### src/rtl/cva6_hmr_pkg.sv
// Shared types for the CVA6 hart-redundancy lockstep controller.
package cva6_hmr_pkg;

   typedef enum logic [1:0] {
      RUN     = 2'd0,
      SETBACK = 2'd1,
      RESYNC  = 2'd2,
      FAIL    = 2'd3
   } grp_state_e;

   localparam logic [1:0] FaultyNone = 2'd3;

endpackage

### src/rtl/cva6_lockstep_grp_fsm.sv
// One lockstep group: signature compare/vote, recovery FSM, shared setback/resync timer, error counter.
//   state   | meaning
//   RUN     | comparing signatures every cycle (when lockstep)
//   SETBACK | holding core setback for SetbackCycles cycles
//   RESYNC  | waiting for all harts to reach the sync point, timeout armed
//   FAIL    | unrecoverable; sticky until reset or lockstep drop
module cva6_lockstep_grp_fsm
   import cva6_hmr_pkg::*;
#(
   parameter int GroupSize     = 2,
   parameter int SigWidth      = 64,
   parameter int SetbackCycles = 8,
   parameter int SyncTimeout   = 1024,
   parameter int CntWidth      = 8
) (
   input  logic                               clk_i,
   input  logic                               rst_i,
   input  logic                               lockstep_i,
   input  logic [GroupSize-1:0]               cmp_valid_i,
   input  logic [GroupSize-1:0][SigWidth-1:0] cmp_sig_i,
   input  logic [GroupSize-1:0]               sync_req_i,
   output logic                               setback_o,
   output grp_state_e                         state_o,
   output logic                               error_o,
   output logic [1:0]                         faulty_o,
   output logic                               failure_o,
   output logic [CntWidth-1:0]                cnt_o
);

   localparam int TmrMax = (SetbackCycles > SyncTimeout) ? SetbackCycles : SyncTimeout;
   localparam int TmrW   = $clog2(TmrMax + 1);

   logic [TmrW-1:0] tmr;
   logic            agr [3][3];
   logic            all_agree;
   logic            mismatch;
   logic            no_major;
   logic [1:0]      odd_idx;

   // Pairs agree when valid bits match and, if valid, signatures match; padded to 3 so TMR voting is uniform.
   always_comb begin
      for (int i = 0; i < 3; i++) begin
         for (int j = 0; j < 3; j++) begin
            agr[i][j] = 1'b0;
         end
      end
      all_agree = 1'b1;
      for (int i = 0; i < GroupSize; i++) begin
         for (int j = 0; j < GroupSize; j++) begin
            agr[i][j] = (cmp_valid_i[i] == cmp_valid_i[j]) &&
                        (!cmp_valid_i[i] || (cmp_sig_i[i] == cmp_sig_i[j]));
            if (!agr[i][j]) all_agree = 1'b0;
         end
      end
      mismatch = (|cmp_valid_i) && !all_agree;
      no_major = 1'b0;
      odd_idx  = FaultyNone;
      if (GroupSize == 3) begin
         no_major = !agr[0][1] && !agr[0][2] && !agr[1][2];
         for (int i = 0; i < 3; i++) begin
            if (agr[(i+1)%3][(i+2)%3] && !agr[i][(i+1)%3]) odd_idx = 2'(i);
         end
      end
   end

   always_ff @(posedge clk_i) begin
      if (rst_i) begin
         state_o   <= RUN;
         setback_o <= 1'b0;
         error_o   <= 1'b0;
         faulty_o  <= FaultyNone;
         failure_o <= 1'b0;
         cnt_o     <= '0;
         tmr       <= '0;
      end else begin
         error_o <= 1'b0;
         if (!lockstep_i) begin
            state_o   <= RUN;
            setback_o <= 1'b0;
            faulty_o  <= FaultyNone;
            failure_o <= 1'b0;
            tmr       <= '0;
         end else begin
            case (state_o)
               RUN: begin
                  if (mismatch) begin
                     error_o  <= 1'b1;
                     faulty_o <= no_major ? FaultyNone : odd_idx;
                     if (cnt_o != '1) cnt_o <= cnt_o + 1'b1;
                     if (no_major) begin
                        state_o   <= FAIL;
                        failure_o <= 1'b1;
                     end else begin
                        state_o   <= SETBACK;
                        setback_o <= 1'b1;
                        tmr       <= TmrW'(SetbackCycles - 1);
                     end
                  end
               end
               SETBACK: begin
                  if (tmr == '0) begin
                     state_o   <= RESYNC;
                     setback_o <= 1'b0;
                     tmr       <= TmrW'(SyncTimeout - 1);
                  end else begin
                     tmr <= tmr - 1'b1;
                  end
               end
               RESYNC: begin
                  // Sync takes priority over a timeout expiring in the same cycle.
                  if (&sync_req_i) begin
                     state_o <= RUN;
                  end else if (tmr == '0) begin
                     state_o   <= FAIL;
                     failure_o <= 1'b1;
                  end else begin
                     tmr <= tmr - 1'b1;
                  end
               end
               FAIL: begin
                  setback_o <= 1'b0;
               end
               default: state_o <= RUN;
            endcase
         end
      end
   end

endmodule

### src/rtl/cva6_lockstep_ctrl.sv
// Lockstep redundancy controller for NumHarts CVA6 cores split into DMR/TMR groups.
// Slices per-hart ports into groups and flattens the per-group results.
module cva6_lockstep_ctrl
   import cva6_hmr_pkg::*;
#(
   parameter int NumHarts      = 4,
   parameter int GroupSize     = 2,
   parameter int SigWidth      = 64,
   parameter int SetbackCycles = 8,
   parameter int SyncTimeout   = 1024,
   parameter int CntWidth      = 8,
   localparam int NumGrps      = NumHarts / GroupSize
) (
   input  logic                         clk_i,
   input  logic                         rst_i,
   input  logic [NumGrps-1:0]           grp_lockstep_i,
   input  logic [NumHarts-1:0]          cmp_valid_i,
   input  logic [NumHarts*SigWidth-1:0] cmp_sig_i,
   input  logic [NumHarts-1:0]          sync_req_i,
   output logic [NumHarts-1:0]          core_setback_o,
   output logic [NumGrps*2-1:0]         grp_state_o,
   output logic [NumGrps-1:0]           grp_error_o,
   output logic [NumGrps*2-1:0]         grp_faulty_o,
   output logic [NumGrps-1:0]           grp_failure_o,
   output logic [NumGrps*CntWidth-1:0]  mismatch_cnt_o
);

   if (GroupSize != 2 && GroupSize != 3) begin : g_bad_group_size
      $error("cva6_lockstep_ctrl: GroupSize must be 2 or 3");
   end
   if (NumHarts % GroupSize != 0) begin : g_bad_num_harts
      $error("cva6_lockstep_ctrl: NumHarts must be a multiple of GroupSize");
   end
   if (SetbackCycles < 1 || SyncTimeout < 1) begin : g_bad_timers
      $error("cva6_lockstep_ctrl: SetbackCycles and SyncTimeout must be >= 1");
   end

   for (genvar g = 0; g < NumGrps; g++) begin : g_grp
      grp_state_e state;
      logic       setback;

      cva6_lockstep_grp_fsm #(
         .GroupSize     (GroupSize),
         .SigWidth      (SigWidth),
         .SetbackCycles (SetbackCycles),
         .SyncTimeout   (SyncTimeout),
         .CntWidth      (CntWidth)
      ) u_fsm (
         .clk_i       (clk_i),
         .rst_i       (rst_i),
         .lockstep_i  (grp_lockstep_i[g]),
         .cmp_valid_i (cmp_valid_i[g*GroupSize +: GroupSize]),
         .cmp_sig_i   (cmp_sig_i[g*GroupSize*SigWidth +: GroupSize*SigWidth]),
         .sync_req_i  (sync_req_i[g*GroupSize +: GroupSize]),
         .setback_o   (setback),
         .state_o     (state),
         .error_o     (grp_error_o[g]),
         .faulty_o    (grp_faulty_o[2*g +: 2]),
         .failure_o   (grp_failure_o[g]),
         .cnt_o       (mismatch_cnt_o[g*CntWidth +: CntWidth])
      );

      assign core_setback_o[g*GroupSize +: GroupSize] = {GroupSize{setback}};
      assign grp_state_o[2*g +: 2]                    = state;
   end

endmodule

### config.mk
export PLATFORM = sky130hd
export DESIGN_NAME = cva6_lockstep_ctrl
export DESIGN_NICKNAME = d
export VERILOG_FILES = /design/src/rtl/cva6_hmr_pkg.sv /design/src/rtl/cva6_lockstep_grp_fsm.sv /design/src/rtl/cva6_lockstep_ctrl.sv
export SDC_FILE = /design/constraint.sdc
export NUM_CORES = 1
export LEC_CHECK = 0
export CAP_MARGIN = 20
export CORE_MARGIN = 2
export CORE_UTILIZATION = 33
export CTS_CLUSTER_SIZE = 8
export DETAILED_ROUTE_END_ITERATION = 12
export GPL_TIMING_DRIVEN = 0
export PLACE_DENSITY = 0.78
export SETUP_SLACK_MARGIN = 0.5
export SLEW_MARGIN = 5
export SYNTH_ARGS = -nofsm -noshare
export SYNTH_HDL_FRONTEND = slang
export SYNTH_SLANG_ARGS = --single-unit
### constraint.sdc
create_clock -name clk_i -period 2.2 [get_ports clk_i]
set_input_delay 0.22 -clock clk_i [delete_from_list [all_inputs] [get_ports clk_i]]
set_output_delay 0.22 -clock clk_i [all_outputs]
set_load 0.02 [all_outputs]
==> flow_metrics.py <==
metrics = {
    "outcome": {
        "outcome": "complete, no violations",
    },
    "power_and_ir_drop": {
        "ir_drop_mv": 0.299,
        "p_leak_nw": 3.55,
        "powerDensity_nw_per_um2": 389,
        "finalPower_mw": 3.27,
    },
    "grt": {
        "grt_max_degree": 15,
        "grt_first_pass_wirelength_um": 27300,
        "grt_pass1_vias": 5461,
        "grt_antenna_before_repair": 0,
        "grt-ovfl-total": 0,
        "track_usage_pct": 23.5,
    },
    "die": {
        "fp.dieW_um": 119,
        "fp.coreArea_um2": 13100,
        "start_util_pct": 33.5,
        "ios": 300,
        "dieArea_um2": 14300,
        "die_y_um": 119,
        "row_count": 42,
    },
    "routing": {
        "wl_per_cell_um": 17.2,
        "drc_errors": 0,
        "dr.pass1.iters": 5,
        "drtIter0Drc": 255,
        "vias_per_cell": 5.05,
        "ant_nets": 0,
        "vias": 5412,
        "drt-total-wl_um": 18400,
    },
    "timing": {
        "clock_skew_ns": 0.00836,
        "final.setup.tns_ns": 0,
        "setup_viol": 0,
        "maxSlewViolCount": 0,
        "period_share_pct": 95.6,
        "hold_viol": 0,
        "holdWs_ns": 0.488,
        "worst_slew_pin_slew_ns": 0.666,
        "layout_min_cycle_time_ns": 2.10,
        "relSlewSlack_pct": 55.5,
        "max_freq_mhz": 476,
        "rsz0062_at_grt": "true",
    },
    "final_layout": {
        "area_growth_pct": 91.3,
        "drive_gt1_share_pct": 42.4,
        "filler_cell_count": 1159,
        "fin_util_pct": 64.1,
        "antenna_cells": 0,
        "final_nets": 1180,
        "final-instance-count-excl-fill": 1072,
    },
    "synth": {
        "syn_inst": 547,
        "syn_area_per_cell_um2": 8.05,
        "synth_xor_area_share_pct": 25.5,
        "synth_warnings": 0,
        "synthSimpleGateAreaFrac_pct": 23.2,
        "synth_top_family_by_area": "XOR/XNOR gates",
        "synth_mux_area_share_pct": 1.99,
        "synth_adder_area_share_pct": 4.83,
        "synthesis.area_um2": 4400,
        "synth_flop_cell": "dfxtp_1",
        "synth-compound-area-share_pct": 17.0,
        "synthArstFlopShare_pct": 0,
        "ys_types": 56,
        "synth-edff-count": 0,
        "seq_area_frac_synth_pct": 21.8,
        "synth_seq_cells": 48,
    },
    "cts": {
        "numCtsBuffers": 5,
        "htree_levels": 2,
        "cts_buffer_depth": 2,
        "insertion_delay_ns": 0.29,
        "cts_sinks": 48,
        "cts_tree": "built",
        "cts-root-buf": "clkbuf_16",
        "clk_pin_slew_ns": 0.07,
    },
    "worst_setup_path": {
        "path_cells": "inv_2, ha_4, nor4b_4, nand2_2, nor4_4, nor2b_4, nor2_1, a211o_1, mux2i_1",
        "crit_family": "simple AND/OR/NAND/NOR gates",
        "crit_buf_inv": 1,
        "worstRegToRegCells": 9,
        "crit_cells": 9,
        "worst_setup_path_end_kind": "flop",
        "critPathLaunchType": "flop",
        "cpMaxStageDelayCell": "dfxtp_2",
        "worstPathMaxFanout": 4,
        "crit_path_max_incr_delay_ns": 0.33,
        "r2r-start": "g_grp[1].u_fsm.tmr[0]",
        "worstPathArrival_ns": 2.29,
        "critPathKind": "reg -> reg",
        "rr_endpoint": "g_grp[1].u_fsm.state_o[0]",
        "crit_required_ns": 2.38,
        "ff2ff_setup_slack_ns": 0.1,
    },
    "placed_design": {
        "dp_hpwl_um": 13200,
        "gp_congestion": 0.849,
        "dpl.cell_count": 1021,
        "numPortBuffers": 295,
    },
    "hold_path": {
        "worstHoldPathCells": 2,
        "worstHoldPathType": "reg -> reg",
        "min_from": "g_grp[1].u_fsm.failure_o",
        "hold-path-endpoint": "g_grp[1].u_fsm.failure_o",
    },
    "flow_run": {
        "drv_cap": 0,
    },
}
==> per-layer routing <==
metal	GRT usage (%)	up-vias	wire, um	part of all wire, %
li1	-	2652	-	-
met1	30.4	2534	7590	41
met2	41.4	193	9710	53
met3	3.04	33	749	4.1
met4	5.66	0	372	2.0
met5	0	-	0	0
==> repair_timing <==
item	CTS	global route
gates resized for setup	547	333
hold buffers	0	0
setup endpoints to repair	47	47
pin swaps	174	138
setup buffers	29	10
cloned	4	0
==> cells in the mapped netlist (14+ instances only) <==
library cell	instances	area, um2
xor2_1	64	561
ha_1	17	213
nand2_1	24	90.1
xnor2_1	64	561
o21ai_0	19	95.1
a21oi_1	34	170
nor2_1	30	113
nand4_1	24	150
inv_1	19	71.3
buf_4	14	105
dfxtp_1	48	961
nor4_1	29	181
==> report_power, final <==
group	total (mW)	switching (mW)	internal [mW]
combinational	1.51	0.700	0.814
clock	0.822	0.337	0.485
sequential	0.937	0.0397	0.897
==> flip-flops by register name (all words and copies together), names as in the netlist <==
name,flops
g_grp.u_fsm.cnt_o,16
g_grp.u_fsm.failure_o,2
g_grp.u_fsm.error_o,2
g_grp.u_fsm.setback_o,2
g_grp.u_fsm.tmr,22
g_grp.u_fsm.state_o,4
==> layout by cell type (no fill, tap or decap), types with 7 or more instances in the layout <==
master / synthesis / routed
clkbuf_2: 0 / 91
clkdlybuf4s15_1: 0 / 70
xor2_1: 64 / 58
xnor2_1: 64 / 48
buf_4: 14 / 41
buf_6: 0 / 39
dlygate4sd2_1: 0 / 38
buf_2: 5 / 37
clkdlybuf4s50_1: 0 / 36
dfxtp_1: 48 / 34
nor2_1: 30 / 28
nand4_1: 24 / 24
nand2_1: 24 / 20
a21oi_1: 34 / 18
xnor2_2: 0 / 16
a21oi_2: 1 / 15
inv_1: 19 / 12
nand3_1: 12 / 11
nor4_1: 29 / 11
o21ai_2: 0 / 11
nor4_2: 1 / 11
ha_1: 17 / 11
nor3_1: 12 / 10
nor4_4: 1 / 9
nor2b_1: 10 / 8
dfxtp_4: 0 / 7
dfxtp_2: 0 / 7
==> how the worst max path moves through the flow <==
stage	from	end	slack, ns
2_1_floorplan	g_grp[1].u_fsm.tmr[0]	g_grp[1].u_fsm.tmr[6]	0.27
3_3_place_gp	cmp_sig_i[52]	g_grp[0].u_fsm.cnt_o[0]	-0.59
3_5_place_dp	cmp_sig_i[157]	g_grp[1].u_fsm.cnt_o[4]	-0.64
4_1_cts	cmp_sig_i[169]	g_grp[1].u_fsm.cnt_o[4]	0.16
5_1_grt	g_grp[1].u_fsm.tmr[0]	g_grp[1].u_fsm.state_o[0]	0.03
6_report	g_grp[1].u_fsm.tmr[0]	g_grp[1].u_fsm.state_o[0]	0.1
==> worst min-delay path, stage by stage, from the launching register on <==
cell	delay, ns
dfxtp_1	0.35
a21oi_2	0.04
nor2_1	0.07
==> logic make-up after synthesis <==
| group | after synthesis |
|---|---|
| AO/OA/AOI/OAI | 114 |
| XOR/XNOR | 128 |
| adder cells (fa/ha/maj) | 17 |
| buffers and inverters | 50 |
| flip-flops | 48 |
| multiplexers | 8 |
| other | 1 |
| AND/OR/NAND/NOR | 181 |
==> area by class of cell <==
type | instances | area, um2 | area share, %
plain buffers | 30 | 243 | 2.88
clock buffers | 8 | 156 | 1.86
inverters | 20 | 78.8 | 0.936
multi-input cells | 452 | 4010 | 47.7
flip-flops and latches | 48 | 996 | 11.8
well taps | 176 | 220 | 2.62
repair buffers | 338 | 2710 | 32.2
==> metrics by stage <==
stage                     area (um2)  worst slack, ns
after floorplan                 4590            0.270
after global placement          7760           -0.591
after detailed placement        7760           -0.639
after CTS                       8180            0.158
after global routing            8420           0.0333
final                           8420           0.0976
No activity file was read; power rests on OpenSTA's default activity.
